File: src/rtl/legv8_pkg.sv
// Shared LEGv8 fetch definitions: fixed instruction encodings, fetch FSM states,
// and the IF/ID pipeline register layout.
package legv8_pkg;

  localparam int XLEN = 64;

  localparam logic [31:0] NOP_INSN  = 32'h8b1f03ff;
  localparam logic [31:0] HALT_INSN = 32'hb400001f;

  typedef enum logic [1:0] {
    BOOT = 2'd0,
    RUN  = 2'd1,
    HALT = 2'd2
  } fetch_state_t;

  typedef struct packed {
    logic [XLEN-1:0] pc;
    logic [31:0]     instr;
    logic            valid;
  } if_id_t;

  function automatic logic is_halt(input logic [31:0] word);
    return word == HALT_INSN;
  endfunction

endpackage

File: src/rtl/if_id_reg.sv
// IF/ID pipeline register. A bubble overrides load and keeps the previous pc
// so decode still sees where the squashed slot came from.
module if_id_reg
  import legv8_pkg::*;
(
  input  logic   clk,
  input  logic   rst_n,
  input  logic   load,
  input  logic   bubble,
  input  if_id_t d,
  output if_id_t q
);

  // IF/ID storage: reset, bubble, load or hold
  always_ff @(posedge clk or negedge rst_n) begin
    if (!rst_n) begin
      q <= {{XLEN{1'b0}}, NOP_INSN, 1'b0};
    end else if (bubble) begin
      q.instr <= NOP_INSN;
      q.valid <= 1'b0;
    end else if (load) begin
      q <= d;
    end else begin
      q <= q;
    end
  end

endmodule

File: src/rtl/fetch_stage.sv
// LEGv8 instruction fetch: PC ownership, imem addressing, IF/ID capture,
// redirect/stall/flush handling and halt parking.
module fetch_stage
  import legv8_pkg::*;
#(
  parameter int            N        = 64,
  parameter int            IMEM_AW  = 8,
  parameter logic [N-1:0]  RESET_PC = '0
) (
  input  logic               clk,
  input  logic               reset,
  input  logic               stall_i,
  input  logic               flush_i,
  input  logic               pcsrc_i,
  input  logic [N-1:0]       branch_tgt_i,
  output logic [IMEM_AW-1:0] imem_addr_o,
  input  logic [31:0]        imem_q_i,
  output logic [N-1:0]       pc_o,
  output logic [31:0]        instr_o,
  output logic               valid_o,
  output logic               halted_o,
  output logic [31:0]        fetch_cnt_o
);

  fetch_state_t state_r, state_s;
  logic [N-1:0] pc_r, pc_s, pc_inc_s;
  logic         load_s, bubble_s, halted_s;
  logic [31:0]  cnt_r;
  if_id_t       if_id_d_s, if_id_q_s;

  assign pc_inc_s    = pc_r + N'(3'd4);
  assign imem_addr_o = pc_r[IMEM_AW+1:2];

  // Next-state, next-PC and IF/ID control; redirect beats stall beats normal fetch
  always_comb begin
    state_s  = state_r;
    pc_s     = pc_r;
    load_s   = 1'b0;
    bubble_s = 1'b0;
    case (state_r)
      BOOT: begin
        bubble_s = 1'b1;
        state_s  = RUN;
      end
      RUN: begin
        if (pcsrc_i) begin
          pc_s     = branch_tgt_i;
          bubble_s = 1'b1;
        end else if (stall_i) begin
          bubble_s = flush_i;
        end else if (flush_i) begin
          pc_s     = pc_inc_s;
          bubble_s = 1'b1;
        end else begin
          load_s = 1'b1;
          if (is_halt(imem_q_i)) begin
            state_s = HALT;
          end else begin
            pc_s = pc_inc_s;
          end
        end
      end
      HALT: begin
        bubble_s = 1'b1;
        if (pcsrc_i) begin
          pc_s    = branch_tgt_i;
          state_s = RUN;
        end else begin
          state_s = HALT;
        end
      end
      default: begin
        bubble_s = 1'b1;
        state_s  = BOOT;
      end
    endcase
    halted_s = (state_s == HALT);
  end

  assign if_id_d_s = {XLEN'(pc_r), imem_q_i, 1'b1};

  // Fetch FSM, PC, halt flag and valid-capture counter
  always_ff @(posedge clk or negedge reset) begin
    if (!reset) begin
      state_r  <= BOOT;
      pc_r     <= RESET_PC;
      halted_o <= 1'b0;
      cnt_r    <= 32'd0;
    end else begin
      state_r  <= state_s;
      pc_r     <= pc_s;
      halted_o <= halted_s;
      if (load_s) begin
        cnt_r <= cnt_r + 32'd1;
      end else begin
        cnt_r <= cnt_r;
      end
    end
  end

  if_id_reg u_if_id (
    .clk    (clk),
    .rst_n  (reset),
    .load   (load_s),
    .bubble (bubble_s),
    .d      (if_id_d_s),
    .q      (if_id_q_s)
  );

  assign pc_o        = N'(if_id_q_s.pc);
  assign instr_o     = if_id_q_s.instr;
  assign valid_o     = if_id_q_s.valid;
  assign fetch_cnt_o = cnt_r;

endmodule
File: config.mk
export PLATFORM = sky130hd
export DESIGN_NAME = fetch_stage
export DESIGN_NICKNAME = d
export VERILOG_FILES = /design/src/rtl/legv8_pkg.sv /design/src/rtl/if_id_reg.sv /design/src/rtl/fetch_stage.sv
export SDC_FILE = /design/constraint.sdc
export NUM_CORES = 1
export LEC_CHECK = 0
export ABC_CLOCK_PERIOD_IN_PS = 5050
export CORE_MARGIN = 3
export CORE_UTILIZATION = 40
export DETAILED_ROUTE_END_ITERATION = 10
export PLACE_DENSITY = 0.67
export SETUP_SLACK_MARGIN = 0.3
export SLEW_MARGIN = 20
export SYNTH_ARGS = -nofsm -noshare
export SYNTH_HDL_FRONTEND = slang
export SYNTH_HIERARCHICAL = 1
export SYNTH_SLANG_ARGS = --single-unit
File: constraint.sdc
create_clock -name clk -period 5.05 [get_ports clk]
set_clock_uncertainty 0.2 [all_clocks]
set_input_delay 1.01 -clock clk [delete_from_list [all_inputs] [get_ports clk]]
set_output_delay 1.01 -clock clk [all_outputs]
set_load 0.005 [all_outputs]
# --- After elaboration in Yosys (flattened, before gate mapping) ---
# Index checks and enable logic that the tools add are counted.
totals:
  reg_bits: 196
  in_bits: 101
  output_inout_bits: 138
op_classes:
  add_sub_neg: 2
  eq_ne: 7
  muxes: 22
  n_bitwise: 1
  reduce_logical: 5
op_table:
  columns: ["operator", "n"]
  rows:
  - ["2-to-1 mux 64 bit", 5]
  - ["case mux 64 bit (2 select lines)", 1]
  - ["2-to-1 mux 33 bit", 2]
  - ["adder 64 x 3 -> 64 bit, second input constant", 1]
  - ["adder 32 x 1 -> 32 bit, second input constant", 1]
  - ["equality test 32 bit, second input constant", 1]
  - ["2-to-1 mux 2 bit", 5]
  - ["2-to-1 mux 1 bit", 8]
  - ["case mux 2 bit (3 select lines)", 1]
  - ["equality test 2 bit, second input constant", 2]
  - ["inequality test 4 bit, second input constant", 1]
  - ["AND reduction 4 bit", 1]
  - ["nonzero test 2 bit", 2]
  - ["inequality test 3 bit, second input constant", 1]
  - ["equality test 2 x 1 -> 1 bit, second input constant", 1]
  - ["logical NOT 2 bit", 1]
  - ["inequality test 2 bit, second input constant", 1]
  - ["AND reduction 2 bit", 1]
  - ["inverter 1 bit", 1]

# --- Longest topological paths before layout ---
logic_depth:
  word_depth: 7
  ltp_mapped: 9
  mapped_depth_nobuf: 8

# --- Cells and area by module ---
# Netlist, hierarchy kept.
by_module_without_submodules:
  columns: ["mod", "instances", "cells_each", "area_per_inst_um2"]
  rows:
  - ["fetch_stage", 1, 685, 5929.4]
  - ["if_id_reg", 1, 244, 4081.4]

# --- Least setup slack after synthesis ---
# OpenSTA, ideal clock, no wires.
synth_timing:
  path_type: "input to register"
  from: "input pcsrc_i"
  to: "register cnt_r[25] (netlist: fetch_cnt_o[25])"
  arrival_time_ns: 2.659
  required_ns: 4.727
  path_slack_ns: 2.068
  stages: 7
  path_cell_list: "buf_2 nor4b_4 nand4_1 or2_1 nor2_4 nand3_1 xnor2_1"
synth_between:
  elab_chain_len: 2
synth_rtl:
  columns: ["item", "line", "source"]
  rows:
  - ["start, declared", "fetch_stage.sv:14", "input logic pcsrc_i,"]
  - ["2-to-1 mux 1 bit", "fetch_stage.sv:46", "if (pcsrc_i) begin"]
  - ["2-to-1 mux 1 bit", "fetch_stage.sv:40", "case (state_r)"]
  - ["net load_s", "fetch_stage.sv:27", "logic load_s, bubble_s, halted_s;"]
  - ["end signal, assigned", "fetch_stage.sv:94", "cnt_r <= cnt_r + 32'd1;"]
  - ["end signal, assigned", "fetch_stage.sv:96", "cnt_r <= cnt_r;"]
  - ["end, declared", "fetch_stage.sv:28", "logic [31:0] cnt_r;"]
# The timed path passes the listed nets, and every way through them passes these cells.
# A chain may end at the register's enable or synchronous reset.

# --- Worst setup path in the final report ---
layout_timing:
  from: "input imem_q_i[13]"
  to: "register pc_r[13]"
layout_between:
  elab_chain_len: 3
layout_rtl:
  columns: ["item", "line", "source"]
  rows:
  - ["start, declared", "fetch_stage.sv:17", "input logic [31:0] imem_q_i,"]
  - ["equality test 32 bit", "legv8_pkg.sv:23", "return word == HALT_INSN;"]
  - ["inequality test 4 bit (no source line)", null, null]
  - ["AND reduction 4 bit (no source line)", null, null]
  - ["end signal, assigned", "fetch_stage.sv:91", "pc_r <= pc_s;"]
  - ["end, declared", "fetch_stage.sv:26", "logic [N-1:0] pc_r, pc_s, pc_inc_s;"]
# No other way between the ends.

==> results summary <==
The flow ran to the end, and the final reports show no timing, DRC or antenna violations. The reported leakage power came out at 5.22 nW. The number of DRC markers in iteration 0 is 580. The number of nets with antenna violations after detailed routing is 0. The mux cell area share after synthesis came out at a little under an eighth.

The x dimension of the die came out at 164 um. The chip height is 164 um. The number of sinks handled by clock tree synthesis is just under 200. The critical path launch point type is an input port.

Of the total synthesized cell area, the portion taken by AND, OR, NAND and NOR gates is 17.3%. The area of the die came out at 27000 sq um. The synthesized instance count came out at 929. The initial utilization of the core area, before any placement, comes to 40.9%. The number of port buffers came out at ~240. The number of hold-slack violations in the final timing report was 0.

The synthesized-area fraction occupied by ao, oa, aoi and oai cells came out at 14.4%. The number of antenna cells inserted came out at 0. The cell row count is 57. After layout, the minimum clock period comes to ~3.4 ns. The wire-length estimate of the detail-placed layout is 18900 um. The final net count came out at 1245.

The total number of H-tree levels came out at 4. The later-pin clock latency in the skew report came out at 0.43 ns. The number of cell instances on the worst register-to-register path is 7. The count of endpoints failing setup in the final report came out at 0.

The maximum fanout along the worst path came out at 85. The ratio of cells with drive above 1 in the final layout is 13.7%. The maximum clock frequency came out at 291 MHz.

The final number of max-transition violations came out at 0. The worst setup path category is input port to flop. The final weighted congestion in routability-driven placement came out at 0.799.

The post-synthesis sequential area ratio came out at 49.2%. Setup repair after global routing left no endpoint under its margin. TritonCTS built the clock tree. The post-placement worst setup slack is between 1 and 1.5 ns.

For met3 alone, demand over resource in global routing was under 10%. The transition time at the pin with the least slew margin came out at 0.894 ns. The global routing stage identified its most utilized layer as met2. In the synthesized netlist the dominant register cell turns out to be dfrtp_1. The critical path data arrival time came out at 3.51 ns. The async set-or-reset flop fraction in the synthesized netlist came out at 100%.

The tree is rooted in a clkbuf_16. Gates resized during post-CTS repair numbered 0. Summing every instance area after synthesis gives approximately 10000 sq um. The global router's overall resource usage came out at 20.1%.

The synthesis-stage register bit count is 196. The non-filler instance count after layout came out at 1475. In the final timing run, aggregate negative setup slack is 0 ns. During synthesis, Yosys emitted a total of 6 warnings. The count of maximum capacitance violations came out at 0. The number of buffers added for setup after CTS is 0. The maximum vdd drop is 0.000170 V. The number of clock buffers inserted by TritonCTS came out at 17.

After layout, the worst setup slack is 1.62 ns. The layout overhead on the synthesized area came out at 31.3%. The post-route core utilization is 53.7%.

Buffers inserted to repair hold after CTS numbered 0. After layout, the worst path uses 68.0% of the clock period. The worst setup path is captured at a flop. For this run the aggregate overflow at the end of global routing stands at 0. The total I/O pin count is 239.

The final routed wire length divided by cell count is 18.2 um. For this design the ratio of total power to cell area is 344 nW/um^2. In this run, synthesis inferred 0 flip-flops with an integrated enable.

The post-synthesis net count is 1036. Across the whole layout, storage elements account for 4930 sq um. The total DRC errors in the routed layout is 0. The core region is approximately 24000 sq um. In the global route stage, met2 resource usage came out at 31.6%. The post-synthesis area per instance came out at 10.8 sq um. The min-delay analysis places its worst path in the category flop to flop. The multi-input combinational cells in the finished layout cover a total of 4690 sq um. The initial antenna violation count came out at 1. The number of cells on the worst hold path is 1.

The distinct cell type count after synthesis came out at 74. The largest family of logic cells by synthesized area is simple AND/OR/NAND/NOR gates. The wire length of the first global-routing pass is approximately 43000 um. The aggregate routed wire length came out at between 20000 and 30000 um. The via count of the first global-routing pass is 7737. After Yosys synthesis, XOR and XNOR cells account for 2.71% of the synthesized area. The pin count of the biggest net entering global routing came out at 87. The total of fill cells in the finished design is 2146.

The sum of internal, switching and leakage power is roughly 0.0045 W. The first detailed-routing pass took 4 iterations. The global routing usage on met1 is 28.8%. The adder-cell share of the synthesized area is less than 1%. Clock-pin slew was measured on the worst setup and hold paths at around 0.080 ns. The cell count after placement came out at 1443.

The required time reported for the critical path endpoint came out at 5.12 ns. The overall via count from detail_route is 8050. The worst slew margin relative to its limit came out at 40.4%. The maximum buffer depth of the clock tree came out at 2. After detailed routing, the number of vias per cell comes to approximately 5.5.
==> layer usage <==
| layer | routed length, um | part of all wire [%] | vias up |
|---|---|---|---|
| li1 | - | - | 3798 |
| met1 | 12300 | 46 | 3992 |
| met2 | 12900 | 48 | 235 |
| met3 | 1280 | 4.8 | 23 |
| met4 | 344 | 1.3 | 2 |
| met5 | 20 | 0.075 | - |
==> worst max-delay path, stage by stage <==
cell and delay [ns]:
clkdlybuf4s50_1 0.44, nor4_1 0.46, nand4_1 0.30, o41a_2 0.55, buf_4 0.37, a21oi_1 0.26
a21oi_1 0.06
==> state kept, by name (all words and copies together), names as in the netlist <==
register,flops
fetch_cnt_o,32
halted_o,1
pc_r,64
state_r,2
u_if_id/q,97
==> cells in the mapped netlist (all sizes together) (6+ instances only) <==
cell type	n	share of area, %
and2	7	0.46
a31oi	6	0.37
o22ai	24	1.5
nand4	25	1.9
and4	8	0.72
nand2	76	2.8
mux2i	16	1.6
nor2b	19	1.3
dfstp	19	5.0
nor3	9	0.55
o21ai	61	3.0
and3	16	1.0
a21oi	89	4.4
or2	6	0.37
xnor2	26	2.3
a2bb2oi	6	0.52
nor4	12	1.3
ha	6	0.75
nand3	44	2.4
dfrtp	177	44
mux2	67	9.8
inv	9	0.34
a211o	20	1.7
buf	31	2.8
nor2	65	2.5
clkbuf	26	0.97
==> report_power, final <==
group          switching [W]  internal [W]  total [W]
Clock               0.000658      0.000709    0.00137
Sequential          0.000232       0.00182    0.00206
Combinational       0.000380      0.000713    0.00109
==> stage by stage <==
step	cell area [sq um]	hold WS [ns]
2_1_floorplan	10000	0.268
3_3_place_gp	12500	0.261
3_5_place_dp	12500	0.267
4_1_cts	13100	0.277
5_1_grt	13100	0.297
6_report	13100	0.268
==> placed cells by master, fill, tap and decap left out, types with 16 or more instances in the layout <==
master and count:
a21oi_1 89, nand4_1 22, nor2_1 62, clkdlybuf4s50_1 237, dfstp_2 19, dfrtp_1 177, a211o_1 20, clkbuf_16 17
o21ai_0 53, and3_1 16, nand2_1 76, mux2i_1 16, mux2_4 60, nand3_1 40, o22ai_1 24, xnor2_1 26
nor2b_1 18
==> path summary, 6_finish.rpt <==
path / startpoint / endpoint / slack (ns)
max in group asynchronous: reset / u_if_id/q[21] / 3.36
hold reg to reg: fetch_cnt_o[31] / fetch_cnt_o[31] / 0.27
setup / recovery: imem_q_i[13] / pc_r[13] / 1.62
min in group asynchronous: reset / u_if_id/q[52] / 0.38
setup reg to reg: pc_r[2] / pc_r[54] / 2.14
hold / removal: fetch_cnt_o[31] / fetch_cnt_o[31] / 0.27
==> area by class of cell <==
class | count | area share, %
clock inverters | 14 | 1.28
multi-input cells | 667 | 35.7
clock buffers | 18 | 3.27
flip-flops and latches | 196 | 37.5
well taps | 324 | 3.08
repair buffers | 247 | 19.0
inverters | 9 | 0.257
==> cell families after synthesis <==
family                   count (synthesis)
buffers and inverters                   66
AND/OR/NAND/NOR                        309
flip-flops                             196
adder cells (fa/ha/maj)                  6
XOR/XNOR                                31
other                                    1
AO/OA/AOI/OAI                          237
multiplexers                            83
Note: power is estimated with default switching activity, not from simulation.
==> variant 1: new RTL, config.mk and constraints unchanged <==
Encoding of `fetch_state_t`: now one-hot (3 bits for 3 states).
--- a/src/rtl/legv8_pkg.sv
+++ b/src/rtl/legv8_pkg.sv
@@ -9,6 +9,6 @@
 
-  typedef enum logic [1:0] {
-    BOOT = 2'd0,
-    RUN  = 2'd1,
-    HALT = 2'd2
+  typedef enum logic [2:0] {
+    BOOT = 3'b001,
+    RUN  = 3'b010,
+    HALT = 3'b100
   } fetch_state_t;
Formal check against the unedited RTL: same outputs for any inputs over 4 cycles, from zero or initial values and one cycle with reset low; so few cycles prove little.
==> variant 1 against the original RTL <==
Synthesized cell count increased by 1.5%; area after synthesis up 1.1%; wire length is 5.6% higher; combinational power is 6% higher; total power is 2.1% higher; cell area increased by 0.68%; worst setup slack worse by 0.11 ns; hold slack gained 0.012 ns; sequential cell count is 1 higher; critical path depth increased by 1; largest cell class unchanged; highest routed layer is now met4.
==> variant 1: results (changes against the original RTL) <==
Status
  • Outcome: completed

Drt
  • Via count: 8285 (+2.9%)
  • Wl on met1: 12700 um (+3.6%)
  • Met2 WL post-DR: 13550 um (+5.1%)
  • Vias per cell: 5.575 (+2.2%)
  • Initial DRC count: 773 (+33%)
  • Drt wl/cell: 19.04 um (+4.8%)
  • 1st-pass router iterations: 5 (+1)
  • Highest metal used: met4
  • Metal3 WL: 1655 um (+29%)

Logic synthesis
  • Post-synth cell types: 71 (-4.1%)
  • Net Count, Synth: 1046 (+0.97%)
  • Most frequent cells after synthesis: dfrtp_1 (177), a21oi_1 (70), nor2_1 (69), nand2_1 (66), mux2_4 (60)
  • Yosys warns: 6 (unchanged)
  • Top_reg_cell synth: dfrtp_1
  • Mean Syn Cell Area: 10.73 um^2 (-0.43%)
  • Post-synth ARST share: 1.000 (unchanged)
  • Post-synthesis sequential area ratio: 0.4897 (-0.002639)
  • Area contributors post-synth: dfrtp_1 (44%), mux2_4 (8.9%), dfstp_2 (5.2%), a21oi_1 (3.5%), nand3_1 (2.6%)

Layout
  • Max reg flops: 97 (unchanged)
  • Fraction of layout instances using a drive strength above 1: 0.1325 (-0.004742)
  • Fill count: 2181 (+1.6%)
  • Multi-input logic area: 4717 um^2 (+0.67%)
  • Nets: 1252 (+0.56%)

GRT
  • Vias in the first global route: 7810 (+0.94%)
  • Gr usage total: 0.2063 (+0.005679)
  • Initial antenna violation count: 0 (-1)
  • First-pass GRT wire length: 44100 um (+2.6%)
  • M3 GR Usage: 0.04113 (+0.006834)
  • Largest net degree at the start of global routing: 94 (+8.0%)
  • Met1 GRT Util: 0.2944 (+0.006059)
  • Grt met2 use: 0.3256 (+0.009146)

Power and ir drop
  • Clk network pwr share: 0.297 (-0.006)
  • Maximum VDD drop: 0.0001895 V (+11%)
  • Internal: 0.003314 W (+2.1%)
  • Sequential power share: 0.454 (about the same)
  • P_leak: 5.187 nW (-0.67%)
  • PnR Total Power: 0.004610 W (+2.1%)

Critical path
  • Crit-path max FO: 67 (-21%)
  • Cell family with most CP delay: simple AND/OR/NAND/NOR gates
  • Register-to-Register Path Depth: 6 (-1)
  • CP endpoint: pc_r[62]$_DFFE_PN0P_
  • R2r setup slk: 2.16 ns (+0.02 ns)
  • R2R Path Start: pc_r[8]$_DFFE_PN0P_
  • WP data arrival: 3.67 ns (+0.16 ns)
  • Worst Setup SP: imem_q_i[10]
  • FF-to-FF End: pc_r[48]$_DFFE_PN0P_
  • Slowest stage cell, crit path: buf_4

Placement
  • Placer Congestion: 0.8312 (+4.1%)
  • Placed Cells: 1454 (+0.76%)
  • Dpl hpwl: 19790 um (+4.7%)
  • Placed instance area: 12640 um^2 (+0.79%)
  • Setup WS pre-CTS: 1.067 ns (-0.1628 ns)

Min path
  • WHS Endpoint: fetch_cnt_o[31]$_DFFE_PN0P_

Timing
  • Slew margin rel.: 0.3616 (-0.04208)
  • Hold WS: 0.2799 ns (+0.01239 ns)
  • Fmax: 0.2817 GHz (-3.2%)

Clocking
  • Worst-path clk slew: 0.08 ns (about the same)
  • Cts repair resizes: 0 (unchanged)
  • CTS H-tree depth: 4 (unchanged)
variant 1: cell types whose count changed in the layout (fill, tap and decap cells not counted), sizes merged, moves of 10 or more:
cell / unedited run / this run
o21ai: 61 / 36
a21oi: 89 / 70
nor4: 12 / 27
nand4: 25 / 38
nor3: 9 / 19
o22a: 2 / 12
variant 1: cell type report:
class,count,share of cell area
timing repair buffer,251,0.1906
tap,324,0.03064
sequential,197,0.3745
clock buffer,20,0.03376
inverter,12,0.003405
multi-input combinational,670,0.3565
clock inverter,12,0.01059
variant 1: cell families after synthesis:
| family | synth area share |
|---|---|
| buffers and inverters | 0.04674 |
| DFF | 0.4897 |
| adders and majority gates | 0.002473 |
| and+or+nand+nor | 0.1826 |
| AOI/OAI and AO/OA | 0.1378 |
| other | 0.0003706 |
| xor gates and xnor gates | 0.02770 |
| muxes | 0.1126 |
==> variant 2: new RTL, same flow settings <==
Made on the original files. Set the parameter `IMEM_AW` to 10 (it was 8).
--- a/src/rtl/fetch_stage.sv
+++ b/src/rtl/fetch_stage.sv
@@ -6,3 +6,3 @@
   parameter int            N        = 64,
-  parameter int            IMEM_AW  = 8,
+  parameter int            IMEM_AW  = 10,
   parameter logic [N-1:0]  RESET_PC = '0
Interface: changed (resized imem_addr_o); port bits go from 239 to 241. The function was not compared with the original's and may differ.
==> variant 2 against the original RTL <==
Area after synthesis increased by 0.15%; sequential cell count unchanged; cell area increased by 0.11%; critical path type unchanged; largest cell class unchanged; count of clock-buffer cells in the layout unchanged; core utilization increased by 0.061 points; wire length increased by 2.9%; worst setup slack got worse by 0.16 ns; sequential share of layout area about the same; clock power decreased by 4%; synthesized cell count increased by 0.22%; global-route usage increased by 0.41 points; total power decreased by 1.2%.
==> variant 2: results (changes against the original RTL) <==
Layout
  • Signal buf overhead: 0.1928 (+0.003207)
  • Nets: 1252 (+0.56%)
  • Non-clk bufs: 254 (+2.8%)
  • Fill count: 2159 (+0.61%)
  • Multi-input gate share of the layout cell area: 0.3562 (-0.0004065)
  • Final clock-cell share: 0.04308 (-0.002334)
  • Fraction of area in registers: 0.3746 (-0.0004276)
  • Fraction of layout instances using a drive strength above 1: 0.1409 (+0.003610)

Logic synthesis
  • Proportion of synthesized area in mux cells: 0.1137 (-0.0001705)
  • Post-Synth Adder-Cell Area: 0.007488 (-0.00001123)
  • Net Count, Synth: 1038 (+0.19%)
  • Post-synthesis sequential area ratio: 0.4916 (-0.0007373)
  • Compound-Gate Fraction of Synth Area: 0.1441 (-0.0002162)
  • Area contributors post-synth: dfrtp_1 (44%), mux2_4 (9.0%), dfstp_2 (5.0%), a21oi_1 (4.4%), nand2_1 (2.8%)
  • Mapped Cells: 931 (+0.22%)

Drt
  • 1st-pass router iterations: 5 (+1)
  • Metal3 WL: 1243 um (-3.0%)
  • Initial DRC count: 576 (-0.69%)
  • Met2 WL post-DR: 13270 um (+2.9%)
  • Wl on met1: 12760 um (+4.1%)
  • Highest metal used: met4

Placement
  • Placer Congestion: 0.8260 (+3.4%)
  • Dpl hpwl: 19340 um (+2.3%)
  • Placed instance area: 12590 um^2 (+0.36%)

Power and ir drop
  • P_leak: 5.229 nW (+0.14%)
  • Clk network pwr share: 0.293 (-0.010)
  • Internal: 0.003202 W (-1.3%)
  • Net switching power: 0.001258 W (-0.94%)
  • Maximum VDD drop: 0.0001582 V (-7.0%)

GRT
  • First-pass GRT wire length: 43810 um (+1.9%)
  • M3 GR Usage: 0.03178 (-0.002522)
  • Met1 GRT Util: 0.2905 (+0.002164)
  • Largest net degree at the start of global routing: 84 (-3.4%)
  • Grt met2 use: 0.3294 (+0.01297)
  • Initial antenna violation count: 0 (-1)

Critical path
  • Worst Setup SP: imem_q_i[9]
  • Crit-path max FO: 50 (-41%)
  • WP data arrival: 3.73 ns (+0.22 ns)
  • R2R Path Start: state_r[0]$_DFF_PN0_

Status
  • Outcome: completed

Clocking
  • Inserted Clock Buffers: 17 (unchanged)

Timing
  • Worst Max-Slew Pin Slew: 0.9601 ns (+0.06566 ns)
## variant 2: cell types whose count changed in the layout (fill, tap and decap cells not counted), sizes merged
cell	change
buf	+5
clkinvlp	+2
clkinv	+1
clkdlybuf4s50	+2
inv	-3
bufinv	-1
## variant 2: path summary, 6_finish.rpt
check                      slack (ns)  cells after the start                          end
setup / recovery                 1.46                      8         pc_r[16]$_DFFE_PN0P_
hold reg to reg                  0.27                      1  fetch_cnt_o[31]$_DFFE_PN0P_
setup reg to reg                 1.98                      9         pc_r[16]$_DFFE_PN0P_
max in group asynchronous        3.25                      2         pc_r[52]$_DFFE_PN0P_
min in group asynchronous        0.43                      1    u_if_id/q[46]$_DFFE_PN0P_
hold / removal                   0.27                      1  fetch_cnt_o[31]$_DFFE_PN0P_
## variant 2: worst max-delay path, delay by kind of cell
kind                   cells  cell delay [ns]
AND/OR/NAND/NOR            3             0.73
buffers and inverters      2             0.82
AO/OA/AOI/OAI              3             1.13
